===== src/rtl/matrix_ram_pkg.sv =====
// Shared types and helpers for the matrix RAM controller.
// Holds the controller state encoding and the index-width helper.
package matrix_ram_pkg;

    typedef enum logic {
        SWEEP = 1'b0,
        RUN   = 1'b1
    } state_t;

    // Index width for n entries, never narrower than one bit.
    function automatic int addr_w(input int n);
        return (n <= 2) ? 1 : $clog2(n);
    endfunction

endpackage


===== src/rtl/matrix_ram_store.sv =====
// Cell storage: ROWS x COLS array, one byte-masked write port
// and one registered read port sharing the same address. No reset.
module matrix_ram_store #(
    parameter int ROWS   = 8,
    parameter int COLS   = 8,
    parameter int DATA_W = 16,
    parameter int RW     = 3,
    parameter int CW     = 3,
    parameter int BE_W   = 2
) (
    input  logic              CLK,
    input  logic              i_we,
    input  logic              i_re,
    input  logic [RW-1:0]     i_row,
    input  logic [CW-1:0]     i_col,
    input  logic [DATA_W-1:0] i_wdata,
    input  logic [BE_W-1:0]   i_be,
    output logic [DATA_W-1:0] o_rdata
);

    logic [DATA_W-1:0] r_mem [ROWS][COLS];
    logic [DATA_W-1:0] r_rdata;

    // Byte-masked write; caller guarantees the address is in range.
    always_ff @(posedge CLK) begin
        if (i_we) begin
            for (int b = 0; b < BE_W; b++) begin
                if (i_be[b]) begin
                    r_mem[i_row][i_col][b*8 +: 8] <= i_wdata[b*8 +: 8];
                end
            end
        end
    end

    // Registered read: captures the cell as it was before this edge.
    always_ff @(posedge CLK) begin
        if (i_re) begin
            r_rdata <= r_mem[i_row][i_col];
        end
    end

    assign o_rdata = r_rdata;

endmodule


===== src/rtl/matrix_ram_ctrl.sv =====
// Matrix RAM controller: zero-fill sweep after reset or CLEAR,
// then single-cycle request handling with range check and read response.
module matrix_ram_ctrl
    import matrix_ram_pkg::*;
#(
    parameter int ROWS   = 8,
    parameter int COLS   = 8,
    parameter int DATA_W = 16,
    localparam int RW    = addr_w(ROWS),
    localparam int CW    = addr_w(COLS),
    localparam int BE_W  = DATA_W / 8
) (
    input  logic              CLK,
    input  logic              RST,
    input  logic              CLEAR,
    input  logic              REQ_VALID,
    output logic              REQ_READY,
    input  logic              REQ_WRITE,
    input  logic [RW-1:0]     ROW,
    input  logic [CW-1:0]     COLUMN,
    input  logic [DATA_W-1:0] WR_DATA,
    input  logic [BE_W-1:0]   WR_BE,
    output logic              RD_VALID,
    output logic [DATA_W-1:0] RD_DATA,
    output logic              RD_ERR,
    output logic              BUSY
);

    localparam int RW1 = RW + 1;
    localparam int CW1 = CW + 1;
    localparam logic [RW:0]   ROWS_L   = RW1'(ROWS);
    localparam logic [CW:0]   COLS_L   = CW1'(COLS);
    localparam logic [RW-1:0] ROW_LAST = RW'(ROWS - 1);
    localparam logic [CW-1:0] COL_LAST = CW'(COLS - 1);

    state_t            r_state;
    state_t            w_state_nxt;
    logic [RW-1:0]     r_swp_row;
    logic [RW-1:0]     w_swp_row_nxt;
    logic [CW-1:0]     r_swp_col;
    logic [CW-1:0]     w_swp_col_nxt;

    logic              w_in_range;
    logic              w_accept;
    logic              w_rd_acc;
    logic              w_wr_acc;
    logic              w_swp_last;

    logic              w_mem_we;
    logic              w_mem_re;
    logic [RW-1:0]     w_mem_row;
    logic [CW-1:0]     w_mem_col;
    logic [DATA_W-1:0] w_mem_wdata;
    logic [BE_W-1:0]   w_mem_be;
    logic [DATA_W-1:0] w_mem_q;

    logic              r_rd_valid;
    logic              r_rd_err;
    logic              r_rd_zero;

    // A CLEAR in RUN wins over a request presented in the same cycle.
    assign REQ_READY  = (r_state == RUN) && !CLEAR;
    assign BUSY       = (r_state == SWEEP);
    assign w_in_range = ({1'b0, ROW} < ROWS_L) && ({1'b0, COLUMN} < COLS_L);
    assign w_accept   = REQ_VALID && REQ_READY;
    assign w_rd_acc   = w_accept && !REQ_WRITE;
    assign w_wr_acc   = w_accept && REQ_WRITE && w_in_range;
    assign w_swp_last = (r_swp_row == ROW_LAST) && (r_swp_col == COL_LAST);
    assign w_mem_re   = w_rd_acc && w_in_range;

    // State and sweep-counter register.
    always_ff @(posedge CLK or negedge RST) begin
        if (!RST) begin
            r_state   <= SWEEP;
            r_swp_row <= '0;
            r_swp_col <= '0;
        end else begin
            r_state   <= w_state_nxt;
            r_swp_row <= w_swp_row_nxt;
            r_swp_col <= w_swp_col_nxt;
        end
    end

    // Next state, sweep advance and storage port steering.
    always_comb begin
        w_state_nxt   = r_state;
        w_swp_row_nxt = r_swp_row;
        w_swp_col_nxt = r_swp_col;
        w_mem_we      = 1'b0;
        w_mem_row     = ROW;
        w_mem_col     = COLUMN;
        w_mem_wdata   = WR_DATA;
        w_mem_be      = WR_BE;
        unique case (r_state)
            SWEEP: begin
                w_mem_we    = 1'b1;
                w_mem_row   = r_swp_row;
                w_mem_col   = r_swp_col;
                w_mem_wdata = '0;
                w_mem_be    = '1;
                if (w_swp_last) begin
                    w_state_nxt   = RUN;
                    w_swp_row_nxt = '0;
                    w_swp_col_nxt = '0;
                end else if (r_swp_col == COL_LAST) begin
                    w_swp_col_nxt = '0;
                    w_swp_row_nxt = r_swp_row + 1'b1;
                end else begin
                    w_swp_col_nxt = r_swp_col + 1'b1;
                end
            end
            RUN: begin
                w_mem_we = w_wr_acc;
                if (CLEAR) begin
                    w_state_nxt   = SWEEP;
                    w_swp_row_nxt = '0;
                    w_swp_col_nxt = '0;
                end
            end
            default: begin
                w_state_nxt = SWEEP;
            end
        endcase
    end

    // Read response strobe; r_rd_zero masks data for out-of-range reads
    // and keeps RD_DATA at zero until the first in-range read.
    always_ff @(posedge CLK or negedge RST) begin
        if (!RST) begin
            r_rd_valid <= 1'b0;
            r_rd_err   <= 1'b0;
            r_rd_zero  <= 1'b1;
        end else begin
            r_rd_valid <= w_rd_acc;
            r_rd_err   <= w_rd_acc && !w_in_range;
            if (w_rd_acc) begin
                r_rd_zero <= !w_in_range;
            end
        end
    end

    assign RD_VALID = r_rd_valid;
    assign RD_ERR   = r_rd_err;
    assign RD_DATA  = r_rd_zero ? '0 : w_mem_q;

    matrix_ram_store #(
        .ROWS   (ROWS),
        .COLS   (COLS),
        .DATA_W (DATA_W),
        .RW     (RW),
        .CW     (CW),
        .BE_W   (BE_W)
    ) u_store (
        .CLK     (CLK),
        .i_we    (w_mem_we),
        .i_re    (w_mem_re),
        .i_row   (w_mem_row),
        .i_col   (w_mem_col),
        .i_wdata (w_mem_wdata),
        .i_be    (w_mem_be),
        .o_rdata (w_mem_q)
    );

endmodule


===== config.mk =====
export PLATFORM = sky130hd
export DESIGN_NAME = matrix_ram_ctrl
export DESIGN_NICKNAME = d
export VERILOG_FILES = /design/src/rtl/matrix_ram_pkg.sv /design/src/rtl/matrix_ram_store.sv /design/src/rtl/matrix_ram_ctrl.sv
export SDC_FILE = /design/constraint.sdc
export NUM_CORES = 1
export LEC_CHECK = 0
export CAP_MARGIN = 0
export CORE_MARGIN = 10
export CORE_UTILIZATION = 45
export DETAILED_ROUTE_END_ITERATION = 8
export PLACE_DENSITY = 0.59
export REMOVE_ABC_BUFFERS = 1
export SYNTH_ARGS = -nofsm -noshare
export SYNTH_HDL_FRONTEND = slang
export SYNTH_SLANG_ARGS = --single-unit

===== constraint.sdc =====
create_clock -name CLK -period 3.7 [get_ports CLK]
set_clock_uncertainty 0.15 [all_clocks]
set_input_delay 0.925 -clock CLK [delete_from_list [all_inputs] [get_ports CLK]]
set_output_delay 0.925 -clock CLK [all_outputs]
set_load 0.005 [all_outputs]

==> results_dict.tcl <==
set metrics [dict create \
    status "complete, no violations" \
    crit_path_end_kind "primary output" \
    multi_input_area_um2 7260 \
    holdBufCountCts 0 \
    overflow 0 \
    final_cell_mix "edfxtp_1 (1040), a22oi_1 (445), buf_4 (291)" \
    cellPowerDensity_nw_per_um2 714 \
    hold_viol_final 0 \
    clk_latency_ns 0.67 \
    wl_per_cell_um 28.8 \
    synth_top_flop_cell "edfxtp_1" \
    min_from "r_swp_col[0]$_DFFE_PN0P_" \
    io_pins 49 \
    cap_violations 0 \
    met3_usage_pct 4.75 \
    irDropWorstVdd_v 0.000539 \
    final_common_cell "edfxtp_1" \
    synth_area_leader_cell "edfxtp_1" \
    crit_top_cell "clkdlybuf4s50_1" \
    crit_chain "clkdlybuf4s50_1 -> nor2_1 -> clkdlybuf4s50_1" \
    synth-seq-cells 1049 \
    slew_violations 0 \
    hpwl_um 70200 \
    p_total_w 0.0333 \
    critPathLaunch "CLEAR" \
    die_h_um 316 \
    synthCells 2323 \
    crit_cells 3 \
    cpMaxStageDelayCell "clkdlybuf4s50_1" \
    area_growth_pct 18.7 \
    critPathRequiredTime_ns 2.62 \
    dieArea_um2 99700 \
    p_leak_nw 15.3 \
    dpl_cell_area_um2 43400 \
    reg2reg_to "u_store.o_rdata[5]$_DFFE_PP_" \
    synth_edf_count 1040 \
    start_kind "input pin" \
    cts.sinks 1049 \
    reg2reg_depth 8 \
    ys_seq_area_share_pct 80.0 \
    timing.rr.start "r_state$_DFF_PN0_" \
    fin_crit_sh_pct 94.2 \
    cts_tree "done" \
    async_reset_ff_share_pct 0.858 \
    cts_htree_levels 3 \
    met1_usage_pct 28.3 \
    cts.path.max_buffers 3 \
    route.detailed.drc 0 \
    finalWeightedCongestion 0.874 \
    cpLargestDelayFamily "buffers and inverters" \
    first_iter_violations 2813 \
    synthTopCellsByArea "edfxtp_1 (79%), a22oi_1 (8.5%), o21ai_0 (2.2%)" \
    io_buffer_count 47 \
    cts_resized 0 \
    grt_pass1_wl_um 161000 \
    vias 23583 \
    grt_max_degree 65 \
    arrival_ns 2.41 \
    clk_pin_slew_ns 0.06 \
    clock.fmax_ghz 0.287 \
    postRouteAntennaNets 0 \
    design.core.area_um2 86800 \
    drt-total-wl_um 112000 \
    rsz0062_at_grt "false" \
    die_w_um 316 \
    cpPeakStageDelay_ns 0.67 \
    setup_viol 0 \
    ff2ff_setup_slack_ns 0.34 \
    numCtsBuffers 103 \
    antenna_found_initial 6 \
    syn_area_um2 39300 \
    grt_busiest_layer "met2" \
    relSlewSlack_pct 14.5 \
    yosys_warnings 0 \
    fillers 6869 \
    grtUsageTotal_pct 22.1 \
    regArea_um2 31500 \
    root_buffer "clkbuf_16" \
    worstSetupPathType "in -> out" \
    grt.met2_usage_pct 36.4 \
    cts_setup_buffers 0 \
    vias_per_cell 6.08 \
    critical_path.max_fanout 3 \
    synth_top_area_share_pct 79.4 \
    start_util_pct 45.4 \
    grt_pass1_vias 23617 \
    drive_gt1_share_pct 19.7 \
    path_buf_inv 2 \
    min_path_type "reg -> reg" \
    rows 108 \
    min_period_ns 3.49 \
    worst_pin_slew_ns 1.28 \
    final_nets 2669 \
    syn_avg_cell_area_um2 16.9 \
    fin_area_um2 46700 \
    first_pass_iters 6 \
    crit_path_end "REQ_READY" \
    synth.distinct_cells 42 \
]
-- how the worst min path moves through the flow --
stage | endpoint | slack, ns | cells after the start
global placement | r_swp_col[2]$_DFFE_PN0P_ | 0.44 | 2
detailed placement | r_swp_col[2]$_DFFE_PN0P_ | 0.45 | 2
global route | r_swp_col[2]$_DFFE_PN0P_ | 0.49 | 2
floorplan | r_swp_col[2]$_DFFE_PN0P_ | 0.41 | 2
CTS | r_swp_col[2]$_DFFE_PN0P_ | 0.46 | 2
finish | r_swp_col[0]$_DFFE_PN0P_ | 0.47 | 2
-- report_power, final --
part,internal (W),switching [W]
registers,0.0139,0.000234
clock network,0.00599,0.00434
logic,0.00301,0.00586
-- state kept, by name, indices dropped and copies added (netlist names) --
name	cells
r_state	1
RD_VALID	1
u_store.r_mem	1024
u_store.o_rdata	16
r_rd_zero	1
r_swp_row	3
r_swp_col	3
-- cell families (layout without fill, tap and decap cells) --
group	after synthesis	in the layout	synth area share [%]
AOI/OAI and AO/OA	664	664	11.6
buffers and inverters	161	557	1.80
and+or+nand+nor	418	418	5.82
other	1	3	0.00953
muxes	26	26	0.735
adders and majority gates	4	4	0.127
DFF	1049	1049	80.0
-- layer usage --
layer | share of wire, % | vias up
met4 | 4.1 | 4
met1 | 39 | 12053
met5 | 0.027 | -
li1 | - | 10169
met3 | 8.5 | 217
met2 | 48 | 1140
-- stage by stage --
| step | TNS [ns] | instances | hold WS [ns] | util [%] | worst slack, ns |
|---|---|---|---|---|---|
| 2_1_floorplan | -47.68 | 2164 | 0.405 | - | -0.726 |
| 3_3_place_gp | -1.06 | 3686 | 0.440 | 50.0 | -0.247 |
| 6_report | 0 | 3876 | 0.466 | 53.8 | 0.213 |
| 3_5_place_dp | -1.24 | 3686 | 0.454 | 50.0 | -0.242 |
| 4_1_cts | 0 | 3874 | 0.462 | 53.8 | 0.229 |
| 5_1_grt | 0 | 3875 | 0.485 | 53.8 | 0.156 |
-- cell type report --
| class | instances | share of cell area, % |
|---|---|---|
| Antenna cell | 2 | 0.0107 |
| Clock buffer | 128 | 5.85 |
| Clock inverter | 60 | 1.22 |
| Inverter | 2 | 0.0161 |
| Multi-Input combinational cell | 1113 | 15.5 |
| Sequential cell | 1049 | 67.3 |
| Tap cell | 1155 | 3.09 |
| Timing Repair Buffer | 367 | 6.93 |
-- Yosys cell counts (5+ instances only) --
master	number
edfxtp_1	1040
a22oi_1	445
o21ai_0	171
nor2_1	142
clkbuf_1	96
nand4_1	85
buf_2	48
nand3_1	47
and4_1	43
nand2_1	34
mux2_2	20
nor2b_1	18
a222oi_1	17
and2_1	16
a21oi_1	13
a31oi_1	13
dfrtp_1	8
buf_1	7
nor2_2	6
mux2i_1	5
-- tightest hold or removal path, stage by stage, from the launching register on --
cell and delay [ns]:
dfrtp_1 0.42, nand2_1 0.08, o21ai_0 0.07
Power figures use the tool's default switching activity.
